<file path="src/rtl/bit_error_counter_if.sv">
// Handshake bundle for the noise-path bit error counter:
// window framing and samples in, latched results out.
interface bit_error_counter_if #(
   parameter int CNT_W = 10
);
   logic             enable;
   logic             sample_en;
   logic             xor_in;
   logic             clear;
   logic             busy;
   logic             done;
   logic             result_valid;
   logic [CNT_W-1:0] err_count;
   logic [CNT_W-1:0] bit_count;
   logic             pass;
   logic             overflow;

   modport master (
      output enable,
      output sample_en,
      output xor_in,
      output clear,
      input  busy,
      input  done,
      input  result_valid,
      input  err_count,
      input  bit_count,
      input  pass,
      input  overflow
   );

   modport slave (
      input  enable,
      input  sample_en,
      input  xor_in,
      input  clear,
      output busy,
      output done,
      output result_valid,
      output err_count,
      output bit_count,
      output pass,
      output overflow
   );
endinterface

</file>
<file path="src/rtl/bit_error_counter.sv">
// Counts sampled bit errors over one enable-framed test window
// and latches error/bit totals with a pass/fail verdict.
module bit_error_counter #(
   parameter int CNT_W       = 10,
   parameter int ERR_THRESH  = 0,
   parameter int SYNC_STAGES = 2
) (
   input logic                clk,
   input logic                rst_n,
   bit_error_counter_if.slave bus
);

   localparam logic [1:0] IDLE  = 2'd0;
   localparam logic [1:0] COUNT = 2'd1;
   localparam logic [1:0] LATCH = 2'd2;

   localparam logic [CNT_W-1:0] CNT_MAX = '1;
   localparam logic [31:0]      THRESH  = $unsigned(ERR_THRESH);

   logic [1:0]             state;
   logic [SYNC_STAGES-1:0] sync_q;
   logic                   err_s;

   logic [CNT_W-1:0] run_bits;
   logic [CNT_W-1:0] run_errs;
   logic             run_ovf;

   logic             busy_q;
   logic             done_q;
   logic             valid_q;
   logic [CNT_W-1:0] err_q;
   logic [CNT_W-1:0] bits_q;
   logic             pass_q;
   logic             ovf_q;

   logic             bit_sat;
   logic             err_sat;
   logic             pass_nx;

   // xor_in is asynchronous to clk
   always_ff @(posedge clk or negedge rst_n) begin
      if (!rst_n) begin
         sync_q <= '0;
      end else begin
         sync_q <= {sync_q[SYNC_STAGES-2:0], bus.xor_in};
      end
   end

   assign err_s   = sync_q[SYNC_STAGES-1];
   assign bit_sat = (run_bits == CNT_MAX);
   assign err_sat = (run_errs == CNT_MAX);
   assign pass_nx = (32'(run_errs) <= THRESH);

   always_ff @(posedge clk or negedge rst_n) begin
      if (!rst_n) begin
         state    <= IDLE;
         run_bits <= '0;
         run_errs <= '0;
         run_ovf  <= 1'b0;
         busy_q   <= 1'b0;
         done_q   <= 1'b0;
         valid_q  <= 1'b0;
         err_q    <= '0;
         bits_q   <= '0;
         pass_q   <= 1'b0;
         ovf_q    <= 1'b0;
      end else begin
         done_q <= 1'b0;
         unique case (state)
            IDLE: begin
               if (bus.clear) begin
                  err_q   <= '0;
                  bits_q  <= '0;
                  pass_q  <= 1'b0;
                  ovf_q   <= 1'b0;
                  valid_q <= 1'b0;
               end
               // entry edge: a coincident strobe is not counted
               if (bus.enable) begin
                  state    <= COUNT;
                  busy_q   <= 1'b1;
                  run_bits <= '0;
                  run_errs <= '0;
                  run_ovf  <= 1'b0;
                  valid_q  <= 1'b0;
                  pass_q   <= 1'b0;
               end
            end
            COUNT: begin
               if (!bus.enable) begin
                  state  <= LATCH;
                  busy_q <= 1'b0;
               end else if (bus.sample_en) begin
                  if (bit_sat) begin
                     run_ovf <= 1'b1;
                  end else begin
                     run_bits <= run_bits + 1'b1;
                  end
                  if (err_s) begin
                     if (err_sat) begin
                        run_ovf <= 1'b1;
                     end else begin
                        run_errs <= run_errs + 1'b1;
                     end
                  end
               end
            end
            LATCH: begin
               state   <= IDLE;
               err_q   <= run_errs;
               bits_q  <= run_bits;
               ovf_q   <= run_ovf;
               pass_q  <= pass_nx;
               valid_q <= 1'b1;
               done_q  <= 1'b1;
            end
            default: begin
               state  <= IDLE;
               busy_q <= 1'b0;
            end
         endcase
      end
   end

   assign bus.busy         = busy_q;
   assign bus.done         = done_q;
   assign bus.result_valid = valid_q;
   assign bus.err_count    = err_q;
   assign bus.bit_count    = bits_q;
   assign bus.pass         = pass_q;
   assign bus.overflow     = ovf_q;

endmodule

</file>
<file path="src/flat_wrapper.sv">
// flat-port wrapper written by rule: the top's interface ports become plain ports
module bit_error_counter_flat 
#(
   parameter int CNT_W       = 10,
   parameter int ERR_THRESH  = 0,
   parameter int SYNC_STAGES = 2
)
  (clk, rst_n, bus_enable, bus_sample_en, bus_xor_in, bus_clear, bus_busy, bus_done, bus_result_valid, bus_err_count, bus_bit_count, bus_pass, bus_overflow);
  bit_error_counter_if #(.CNT_W(CNT_W)) bus_i ();
  input logic clk;
  input logic rst_n;
  input wire logic [$bits(bus_i.enable)-1:0] bus_enable;
  input wire logic [$bits(bus_i.sample_en)-1:0] bus_sample_en;
  input wire logic [$bits(bus_i.xor_in)-1:0] bus_xor_in;
  input wire logic [$bits(bus_i.clear)-1:0] bus_clear;
  output wire logic [$bits(bus_i.busy)-1:0] bus_busy;
  output wire logic [$bits(bus_i.done)-1:0] bus_done;
  output wire logic [$bits(bus_i.result_valid)-1:0] bus_result_valid;
  output wire logic [$bits(bus_i.err_count)-1:0] bus_err_count;
  output wire logic [$bits(bus_i.bit_count)-1:0] bus_bit_count;
  output wire logic [$bits(bus_i.pass)-1:0] bus_pass;
  output wire logic [$bits(bus_i.overflow)-1:0] bus_overflow;
  assign bus_i.enable = bus_enable;
  assign bus_i.sample_en = bus_sample_en;
  assign bus_i.xor_in = bus_xor_in;
  assign bus_i.clear = bus_clear;
  assign bus_busy = bus_i.busy;
  assign bus_done = bus_i.done;
  assign bus_result_valid = bus_i.result_valid;
  assign bus_err_count = bus_i.err_count;
  assign bus_bit_count = bus_i.bit_count;
  assign bus_pass = bus_i.pass;
  assign bus_overflow = bus_i.overflow;
  bit_error_counter #(.CNT_W(CNT_W), .ERR_THRESH(ERR_THRESH), .SYNC_STAGES(SYNC_STAGES)) u_core (.clk(clk), .rst_n(rst_n), .bus(bus_i));
endmodule
</file>
<file path="config.mk">
export PLATFORM = sky130hd
export DESIGN_NAME = bit_error_counter_flat
export DESIGN_NICKNAME = d
export VERILOG_FILES = /design/src/rtl/bit_error_counter_if.sv /design/src/rtl/bit_error_counter.sv /design/src/flat_wrapper.sv
export SDC_FILE = /design/constraint.sdc
export NUM_CORES = 1
export LEC_CHECK = 0
export ABC_AREA = 1
export BUFFER_PORTS_ARGS = -buffer_cell sky130_fd_sc_hd__buf_2
export CAP_MARGIN = 10
export CORE_UTILIZATION = 27
export DETAILED_ROUTE_END_ITERATION = 10
export PLACE_DENSITY = 0.51
export SLEW_MARGIN = 25
export SYNTH_ARGS = -nofsm -noshare
export SYNTH_HDL_FRONTEND = slang
export SYNTH_SLANG_ARGS = --single-unit
export TNS_END_PERCENT = 30
</file>
<file path="constraint.sdc">
create_clock -name clk -period 3.5 [get_ports clk]
set_input_delay 0.175 -clock clk [delete_from_list [all_inputs] [get_ports clk]]
set_output_delay 0.175 -clock clk [all_outputs]
set_load 0.03 [all_outputs]
</file>
==> impl_metrics.toml <==
[routing]
wl_per_cell_um = 12.75
via_per_inst = 4.528
drtAntennaViolNets = 0
drtIter0Drc = 127
routed_wl_um = 5291
via_count = 1879
drc = 0
first_pass_iters = 4

[cells_and_area]
areaGrowthSynthToFinish_pct = 15.54
n_fill_cell = 905
final_core_util_pct = 32.86
final_layout_size_suffix_gt1_share_pct = 19.35
final_nets = 319
regArea_um2 = 1251
multi_input_area_um2 = 983.4
fin_area_um2 = 2754
num_antenna_cells = 0

[setup_path]
crit_fanout = 10
cp.required_ns = 3.69
r2r-start = "u_core.run_bits[0]"
worstSetupEndpointType = "flop"
rrSetupSlack_ns = 1.87
arrival_ns = 1.82
cp-start-kind = "flop"
critPathKind = "flop to flop"
reg2reg_to = "u_core.run_bits[5]"
r2r_cells = 8

[floorplan]
die-area_um2 = 9207
placement_rows = 33
core_um2 = 8382
initial_utilization_pct = 28.44
die_x_um = 95.96
die_h_um = 95.96
ios = 31

[hold_path]
whs_endpoint = "u_core.state[1]"
hp-start = "bus_enable"
hold_path.class = "input port to flop"
holdPathStages = 2

[placed_design]
pre_cts_slack_ns = 1.894
gp_congestion = 0.8325
portBuffers = 30
place_area_um2 = 2655
hpwl_um = 3902

[pwr]
power.density_nw_per_um2 = 384.5
p_leak_uw = 0.001300
ir_drop_uv = 143.2

[global_route]
grtUsageTotal_pct = 12.61
grt_max_degree = 28
grt_antenna_before_repair = 0
grt_overflow_total = 0
grt_first_pass_wirelength_um = 8804
grt_pass1_vias = 1791

[sta]
setup_ws_ns = 1.873
rsz0062_at_grt = "false"
setup_viol = 0
slew_violations = 0
min_period_ns = 1.627
slew_headroom_pct = 64.03
hold_ws_ns = 0.09081
fmax_mhz = 614.6
skew_ns = 0.002268
hold_viol = 0
worst_slew_pin_slew_ns = 0.5396
tns_ns = 0
period_share_pct = 46.49

[outcome]
status = "complete, no violations"

[clock_tree]
cts_buffers = 5
cts-htree-levels = 2
post_cts_resized = 0
clk_transition_reported_paths_ns = 0.09
clock_path_buffers = 2
post_cts_buffers = 0
clockRootBuffer = "clkbuf_8"
cts.sinks = 50
cts_tree = "done"
insertion_delay_ns = 0.30
ctsHoldBuffers = 2

[yosys]
synth_fp_nets = 282
yosys_warnings = 0
synth_seq_area_share_pct = 52.49
yosysTopAreaCellShare_pct = 52.49
ys_types = 27
synth_top_area_cell = "dfrtp_1"
syn-cell-area_um2 = 2384
syn_area_per_cell_um2 = 8.731
netlist_top_cells_area = "dfrtp_1 52%, nand2_1 11%, o21ai_0 7.6%"
ys_ff_latch = 50
syn_inst = 273

[run]
cap_violations = 0
cell usage after synthesis:
cell / instances
nand2_1: 69
dfrtp_1: 50
o21ai_0: 36
inv_1: 29
nand3_1: 29
nor2_1: 10
o21ai_1: 5
inv_2: 4
nand4_1: 4
nor2_2: 4
a22o_1: 3
ha_1: 3
nand2_2: 3
nand2_4: 3
nor2_4: 3
o22ai_1: 3
buf_2: 2
nand3_4: 2
nor3b_1: 2
xor2_1: 2
a21oi_4: 1
buf_6: 1
clkbuf_1: 1
nand3_2: 1
nand3b_1: 1
o31ai_1: 1
xnor2_1: 1
routing by layer:
metal	track usage [%]	wire length [um]
met5	0	0
met4	4.975	80
met3	2.765	213
met2	17.92	2170
met1	18.39	2826
registers in the layout, summed over array words and instances, names as in the netlist:
signal                   flops
u_core.run_errs             10
u_core.bus.err_count        10
u_core.sync_q                2
u_core.bus.done              1
u_core.bus.pass              1
u_core.bus.result_valid      1
u_core.bus.overflow          1
u_core.state                 2
u_core.bus.bit_count        10
u_core.run_ovf               1
u_core.run_bits             10
u_core.bus.busy              1
worst max-delay path by stage:
stage                     depth (start not counted)                  to               start  slack (ns)
final                                             8  u_core.run_bits[5]  u_core.run_bits[0]        1.87
after global routing                              7  u_core.run_bits[6]  u_core.run_bits[0]        1.67
after CTS                                         8  u_core.run_bits[5]  u_core.run_bits[0]        1.88
after detailed placement                          8  u_core.run_bits[5]  u_core.run_bits[0]        1.89
after global placement                            8  u_core.run_bits[5]  u_core.run_bits[0]        1.95
after floorplan                                   6  u_core.run_errs[8]  u_core.run_errs[0]        2.13
stage by stage:
stage | total power, uW | cells
CTS | 1073 | 415
global route | 1107 | 415
floorplan | 703.0 | 273
finish | 1059 | 415
global placement | 749.5 | 406
detailed placement | 749.8 | 406
kinds of logic (layout without fill, tap and decap cells):
| kind of cell | Yosys count | in the layout | synth area share, % |
|---|---|---|---|
| xor+xnor | 3 | 3 | 1.103 |
| simple gates | 131 | 131 | 27.09 |
| buf+inv | 37 | 74 | 6.246 |
| fa+ha+maj | 3 | 3 | 1.575 |
| compound gates | 49 | 49 | 11.50 |
| flops | 50 | 50 | 52.49 |
placed cells by master (no fill, tap or decap):
master         instances
a21oi_4                1
clkinv_2               2
o31ai_1                1
nand2_4                3
nand4_1                4
nand2_1               69
nand3_2                1
nand2_2                3
o21ai_0               36
dlygate4sd3_1          2
buf_2                 30
clkbuf_8               5
nand3_1               29
nor2_1                10
xor2_1                 2
nor3b_1                2
nor2_4                 3
nor2_2                 4
nand3b_1               1
buf_4                  2
inv_1                 29
a22o_1                 3
o22ai_1                3
xnor2_1                1
nand3_4                2
o21ai_1                5
dfrtp_1               50
inv_2                  4
ha_1                   3
layout make-up:
type,instances,area share (%)
Tap cell,105,4.771
Clock inverter,2,0.3635
Timing Repair Buffer,34,6.724
Clock buffer,5,2.499
Inverter,33,4.498
Multi-Input combinational cell,186,35.71
Sequential cell,50,45.43
critical path, stage by stage (launching register included):
cell and delay, ns:
dfrtp_1 0.52, ha_1 0.24, nand2_1 0.11, nor2_4 0.16, nand3_2 0.15, nand2_4 0.15
nand2_4 0.07, nand2_1 0.07, o21ai_1 0.05
where the power goes:
part / switching, uW / internal, uW / leakage, uW
Combinational: 89.1 / 33.6 / 0.000573
Sequential: 18.4 / 596 / 0.000684
Clock: 187 / 135 / 0.0000438
(Power assumes the default switching activity.)
